--- config.mk ---
export PLATFORM = sky130hd
export DESIGN_NAME = open_drain_pullup
export DESIGN_NICKNAME = d
export VERILOG_FILES = /design/src/rtl/open_drain_pullup.sv
export SDC_FILE = /design/constraint.sdc
export NUM_CORES = 1
export LEC_CHECK = 0
export ABC_AREA = 0
export CAP_MARGIN = 30
export CORE_UTILIZATION = 52
export CTS_BUF_LIST = sky130_fd_sc_hd__clkbuf_2
export DETAILED_ROUTE_END_ITERATION = 10
export PLACE_DENSITY = 0.79
export SETUP_SLACK_MARGIN = 0.5
export SLEW_MARGIN = 20
export SYNTH_ARGS = -nofsm -noshare
export SYNTH_HDL_FRONTEND = slang
export SYNTH_SLANG_ARGS = --single-unit
--- constraint.sdc ---
create_clock -name clk_i -period 2.35 [get_ports clk_i]
set_input_delay 0.47 -clock clk_i [delete_from_list [all_inputs] [get_ports clk_i]]
set_output_delay 0.47 -clock clk_i [all_outputs]
set_load 0.02 [all_outputs]
--- src/rtl/open_drain_pullup.sv ---
// Clocked pull-up model for a shared open-drain line: wired-AND of drive-low requests,
// finite rise time, edge pulses, contention and long-low flags. Optional stats: PULLUP_STATS_EN.
module open_drain_pullup #(
    parameter int N_DRV       = 4,
    parameter int RISE_CYCLES = 3,
    parameter int HOLD_CYCLES = 100
) (
    input  logic             clk_i,
    input  logic             reset_i,
    input  logic [N_DRV-1:0] drv_low_i,
    output logic             line_o,
    output logic             rise_pulse_o,
    output logic             fall_pulse_o,
    output logic             multi_low_o,
    output logic             held_low_o,
`ifdef PULLUP_STATS_EN
    output logic [15:0]      fall_count_o,
    output logic [15:0]      max_low_o,
`endif
    output logic [N_DRV-1:0] low_owner_o
);

    localparam int RW = $clog2(RISE_CYCLES + 1);
    localparam int HW = $clog2(HOLD_CYCLES + 1);
    localparam logic [RW-1:0] RISE_LAST = RW'(RISE_CYCLES - 1);
    localparam logic [HW-1:0] HOLD_MAX  = HW'(HOLD_CYCLES);

    logic             any_low;
    logic [4:0]       pop_count;
    logic             line_q, line_d;
    logic [RW-1:0]    rise_cnt_q, rise_cnt_d;
    logic             rise_q, rise_d;
    logic             fall_q, fall_d;
    logic             multi_q, multi_d;
    logic [HW-1:0]    hold_cnt_q, hold_cnt_d;
    logic             held_q, held_d;
    logic [N_DRV-1:0] owner_q;

    // Wired-AND resolution: any single driver pulls the line low immediately,
    // while release has to survive RISE_CYCLES uninterrupted samples.
    always_comb begin
        any_low    = |drv_low_i;
        line_d     = line_q;
        rise_cnt_d = rise_cnt_q;
        rise_d     = 1'b0;
        fall_d     = 1'b0;
        if (any_low) begin
            line_d     = 1'b0;
            rise_cnt_d = '0;
            fall_d     = line_q;
        end else if (!line_q) begin
            if (rise_cnt_q == RISE_LAST) begin
                line_d     = 1'b1;
                rise_d     = 1'b1;
                rise_cnt_d = '0;
            end else begin
                rise_cnt_d = rise_cnt_q + 1'b1;
            end
        end else begin
            rise_cnt_d = '0;
        end
    end

    // Contention is legal on open-drain, so this is only reported.
    always_comb begin
        pop_count = '0;
        for (int i = 0; i < N_DRV; i++) begin
            pop_count = pop_count + 5'(drv_low_i[i]);
        end
        multi_d = (pop_count >= 5'd2);
    end

    always_comb begin
        hold_cnt_d = hold_cnt_q;
        if (line_d) begin
            hold_cnt_d = '0;
        end else if (hold_cnt_q != HOLD_MAX) begin
            hold_cnt_d = hold_cnt_q + 1'b1;
        end
        held_d = (hold_cnt_d == HOLD_MAX);
    end

    always_ff @(posedge clk_i) begin
        if (reset_i) begin
            line_q     <= 1'b1;
            rise_cnt_q <= '0;
            rise_q     <= 1'b0;
            fall_q     <= 1'b0;
            multi_q    <= 1'b0;
            hold_cnt_q <= '0;
            held_q     <= 1'b0;
            owner_q    <= '0;
        end else begin
            line_q     <= line_d;
            rise_cnt_q <= rise_cnt_d;
            rise_q     <= rise_d;
            fall_q     <= fall_d;
            multi_q    <= multi_d;
            hold_cnt_q <= hold_cnt_d;
            held_q     <= held_d;
            owner_q    <= drv_low_i;
        end
    end

    assign line_o       = line_q;
    assign rise_pulse_o = rise_q;
    assign fall_pulse_o = fall_q;
    assign multi_low_o  = multi_q;
    assign held_low_o   = held_q;
    assign low_owner_o  = owner_q;

`ifdef PULLUP_STATS_EN
    logic [15:0] fall_count_q, fall_count_d;
    logic [15:0] low_len_q, low_len_d;
    logic [15:0] max_low_q, max_low_d;

    // low_len tracks the current low period; it is folded into max_low on the rising edge.
    always_comb begin
        fall_count_d = fall_count_q;
        if (fall_d && fall_count_q != 16'hFFFF) begin
            fall_count_d = fall_count_q + 16'd1;
        end
        low_len_d = low_len_q;
        if (line_d) begin
            low_len_d = '0;
        end else if (low_len_q != 16'hFFFF) begin
            low_len_d = low_len_q + 16'd1;
        end
        max_low_d = max_low_q;
        if (rise_d && low_len_q > max_low_q) begin
            max_low_d = low_len_q;
        end
    end

    always_ff @(posedge clk_i) begin
        if (reset_i) begin
            fall_count_q <= '0;
            low_len_q    <= '0;
            max_low_q    <= '0;
        end else begin
            fall_count_q <= fall_count_d;
            low_len_q    <= low_len_d;
            max_low_q    <= max_low_d;
        end
    end

    assign fall_count_o = fall_count_q;
    assign max_low_o    = max_low_q;
`endif

endmodule

# --- Word-level counts from Yosys, hierarchy flattened ---
# Cells that the tools add are included.
totals:
  out_inout_bits: 9
  in_bits: 6
  word_cells: 27
  register_bits: 18
op_classes:
  n_eq_ne: 3
  n_bitwise: 1
  order_cmp: 1
  mux: 5
  n_addsub: 5
  n_reduce_logical: 4
ops:
  columns: ["cell", "count"]
  rows:
  - ["7-bit 2-to-1 mux", 2]
  - ["7-bit by 1-bit adder with 7-bit output, second input constant", 1]
  - ["7-bit == test, second input constant", 1]
  - ["7-bit inequality test, second input constant", 1]
  - ["7-bit OR reduction", 1]
  - ["6-bit OR reduction", 1]
  - ["3-bit by 1-bit adder with 4-bit output", 1]
  - ["4-bit by 2-bit >= comparator with 1-bit output, second input constant", 1]
  - ["4-bit OR reduction", 1]
  - ["2-bit by 1-bit adder with 3-bit output", 1]
  - ["1-bit 2-to-1 mux", 3]
  - ["1-bit by 1-bit adder with 2-bit output", 1]
  - ["2-bit by 1-bit adder with 2-bit output, second input constant", 1]
  - ["2-bit == test, second input constant", 1]
  - ["2-bit OR reduction", 1]
  - ["1-bit inverter", 1]

# --- Depth between registers and ports, before layout ---
depth:
  depth_word: 6
  ltp_mapped: 8
  ltp_nobuf: 7

# --- Least setup slack after synthesis ---
# Ideal clock, no wire load.
synth_path:
  kind: "flip-flop to flip-flop"
  start: "register hold_cnt_q[0]"
  end: "register held_q (netlist: held_low_o)"
  path_slack_ns: 0.591
  t_required_ns: 2.247
  path_stages_with_launch: 9
  period_less_slack_ns: 1.759
  path_buffers: 1
  arrival_ns: 1.656
  setup_ns: 0.103
  path_cell_list: "dfxtp_1 -> inv_1 -> ha_1 -> nand2_1 -> or4_4 -> buf_6 -> xnor2_4 -> a221oi_2 -> a2111oi_2"
synth_via:
  elab_chain_cells: 4
  elab_cells_between_ends: 5
  classes_between: "add/sub: 1; eq/ne: 2; mux: 2"
synth_lines:
  columns: ["element", "line", "source"]
  rows:
  - ["start: declaration", "35", "logic [HW-1:0] hold_cnt_q, hold_cnt_d;"]
  - ["start signal: assignment", "99", "hold_cnt_q <= hold_cnt_d;"]
  - ["7-bit by 1-bit adder with 7-bit output or 7-bit inequality test (tied branches)", "78, 77", null]
  - ["7-bit 2-to-1 mux (*)", "77", "end else if (hold_cnt_q != HOLD_MAX) begin"]
  - ["7-bit 2-to-1 mux (*)", "75", "if (line_d) begin"]
  - ["7-bit == test (*)", "80", "held_d = (hold_cnt_d == HOLD_MAX);"]
  - ["end signal: assignment", "100", "held_q <= held_d;"]
  - ["end: declaration", "36", "logic held_q, held_d;"]
# Mark *: on every way between the ends. The rest lies on a longest branch, timed or not.
# A chain may end at the register's enable or synchronous reset.

# --- Worst setup path in the final report ---
# Ends and elaborated chain as after synthesis.

==> results by group <==
GRT
  • Total track usage: approximately a fifth
  • Vias in the first global route: ~620
  • Initial antenna violation count: 0
  • First-pass GRT wire length: 2.52 mm
  • Grt ovf: 0
  • Largest net degree at the start of global routing: 11

Flow run
  • Max Cap Viol: 0

Cells and area
  • Layout net count: ~120
  • Post-route insts no fill: between 100 and 150
  • Layout cells sized above 1: 19.6%
  • Final instance area: ~0.0011 mm^2
  • P&R area growth vs syn: 30.1%
  • Final core occ: 76.7%
  • Ant diodes: 0

Synthesis
  • Post-Syn Instances: just under 90
  • Post-synth EDFFs: 0
  • Syn nets: 100
  • YS warnings: 0
  • Post-synthesis instance area: 816 um^2
  • Synthesized area per cell: roughly 9.2 um^2
  • #FFs+latches synth: 18
  • Main synth FF type: dfxtp_1
  • Post-synthesis sequential area ratio: 44.2%
  • Synth cell types: 26
  • Post-synth ARST share: 0%

STA
  • Max Slew Vio Count: 0
  • Final Skew: 0.0181 ns
  • Fin crit share: between 70% and 80%
  • Final Hold Vio Count: 0
  • Slew headroom: between 70% and 80%
  • Setup ws final: roughly 0.53 ns
  • Unrepaired setup endpoints after global routing: true
  • Worst slew pin tran: around 0.31 ns
  • Setup TNS Final: 0 ns
  • WHS: ~0.44 ns
  • Final setup fails: 0
  • Fmax achieved: ~550 MHz
  • Min cycle time layout: 1.82 ns

Floorplanning
  • Die W: about 42 um
  • Die area: roughly 0.0017 mm^2
  • Die height: 41.6 um
  • FP Rows: 13
  • Starting Density: 59.0%
  • Ports: 15
  • Core region area: ~0.0014 mm^2

Placed design
  • Port Buffers: 14
  • Dpl cells: between 100 and 150
  • Setup WS pre-CTS: 0.0421 ns
  • Detail Placement HPWL: roughly 1.0 mm
  • Dpl cell area: 960 um^2
  • Placer Congestion: between 0.8 and 0.9

Route
  • # DRC: 0
  • Total Wirelength: 1.50 mm
  • Antenna violation net count after detailed routing: 0
  • Iteration-0 DRC Markers: 17
  • Initial DRT Pass Iterations: 4
  • Routed len/inst: ~12 um
  • Vias per inst: 5.18
  • Total vias in the final route: around 660

Clocking
  • Hold_buf cts: 0
  • Clock tree sinks: 18
  • Clock transition at path regs: roughly 0.17 ns
  • H-tree Lvls: 1
  • Worst skew pair latency: roughly 0.31 ns
  • CTS buffer count: 3
  • Root Driver: clkbuf_2
  • Clk buf depth: 2
  • CTS tree: done

Setup path
  • Slowest Stage Delay on Critical Path: around 0.57 ns
  • Critical path, cell by cell: inv_2, ha_4, nand2_1, or4_4, xnor2_4, a221oi_2, a2111oi_2
  • Critical path launch point type: register
  • Reg2reg start: hold_cnt_q[0]$_SDFF_PP0_
  • R2r setup slk: around 0.53 ns
  • Setup crit end kind: register
  • Critical Path RT: 2.55 ns
  • Arrival @ worst endpoint: 2.02 ns
  • R2R cell count: 7
  • Crit Path Category: reg2reg
  • Reg2reg end: held_low_o$_SDFF_PP0_
  • Slowest cell on the critical path: or4_4
  • Worst Setup SP: hold_cnt_q[0]$_SDFF_PP0_
  • Crit Path Max Fanout: 7
  • Top delay family on crit path: simple AND/OR/NAND/NOR gates
  • CP Buf/Inv Count: 1

Min path
  • Hold EP: rise_cnt_q[0]$_SDFF_PP0_
  • Hold Path Stages: 1
  • Min-delay src: rise_cnt_q[0]$_SDFF_PP0_
  • Worst hold path type: reg2reg

Pwr
  • Peak supply drop: about 300 uV
  • LEAKAGE: 0.435 nW
  • Pwr dens: between 500 and 600 mW/mm^2
  • Power, Total: 554 uW

Run status
  • Status: completed
## worst max path at each step
stage	slack, ns	to	depth (start not counted)
after floorplan	0.59	held_low_o$_SDFF_PP0_	8
after global placement	0.12	held_low_o$_SDFF_PP0_	8
after detailed placement	0.04	held_low_o$_SDFF_PP0_	8
after CTS	0.45	held_low_o$_SDFF_PP0_	8
after global routing	0.47	held_low_o$_SDFF_PP0_	7
final	0.53	held_low_o$_SDFF_PP0_	7
## metal layers
layer,vias up,track usage [%],wire (um)
met2,23,32.2,700
met5,-,0,0
met3,7,6.09,89
met1,285,22.3,663
li1,343,-,-
met4,0,12.9,45
## area by class of cell
| cell class | instances | area, um^2 |
|---|---|---|
| clock inverter | 1 | 3.75 |
| tap | 15 | 18.8 |
| inverter | 7 | 26.3 |
| fill | 98 | 322 |
| multi-input combinational | 62 | 432 |
| sequential | 18 | 365 |
| timing repair buffer | 21 | 200 |
| clock buffer | 3 | 15.0 |
## cell families (layout without fill, tap and decap cells)
kind of cell,Yosys count,count (layout),synth area share [%]
simple gates,40,40,24.4
flops,18,18,44.2
compound gates,12,12,10.1
buf+inv,9,32,5.06
fa+ha+maj,5,5,8.59
xor+xnor,5,5,7.67
## sequential cells by signal (all words and copies together), names as in the netlist
signal,flops
line_o,1
hold_cnt_q,7
held_low_o,1
rise_cnt_q,2
low_owner_o,4
multi_low_o,1
rise_pulse_o,1
fall_pulse_o,1
## cell usage in the layout, fill, tap and decap left out, types with 2 or more instances in the layout
| master | count |
|---|---|
| clkbuf_2 | 3 |
| nand3_1 | 3 |
| nand2b_1 | 5 |
| nor2_1 | 14 |
| inv_1 | 3 |
| ha_1 | 3 |
| inv_2 | 4 |
| dlymetal6s2s_1 | 3 |
| xnor2_1 | 2 |
| nand2_1 | 7 |
| o21ai_1 | 2 |
| and3_1 | 2 |
| dfxtp_1 | 16 |
| a21oi_1 | 6 |
| clkdlybuf4s50_1 | 11 |
| buf_4 | 7 |
| nor3_1 | 3 |
| xor2_1 | 2 |
## report_power, final
part	leakage, nW	internal [mW]	switching (mW)	total, mW
logic	0.272	0.0507	0.0458	0.0965
clock network	0.0140	0.0370	0.0940	0.131
registers	0.149	0.318	0.00843	0.326
total	0.435	0.405	0.148	0.554
## worst reg2reg max path: stages (launching register included)
cell and delay [ns]:
dfxtp_4 0.39, inv_2 0.07, ha_4 0.11, nand2_1 0.05, or4_4 0.57, xnor2_4 0.18, a221oi_2 0.27, a2111oi_2 0.05
## Yosys cell counts, types with 2 or more instances
cell / n / area share [%]
and3_1: 2 / 1.5
ha_1: 4 / 6.1
nor3_1: 3 / 1.8
nor3b_1: 2 / 1.8
nand2b_1: 5 / 3.8
inv_1: 7 / 3.2
nand2_1: 7 / 3.2
xor2_1: 2 / 2.1
nand3_1: 3 / 1.8
xnor2_1: 2 / 2.1
dfxtp_1: 18 / 44
nor2_1: 14 / 6.4
a21oi_1: 6 / 3.7
o21ai_0: 2 / 1.2
## repair_timing
action	in CTS	in global routing
buffers inserted	2	5
endpoints found under the setup margin	3	4
gates resized for setup	1	14
endpoints found under the hold margin	0	0
pin swaps	0	6
Note: power is estimated with default switching activity, not from simulation.
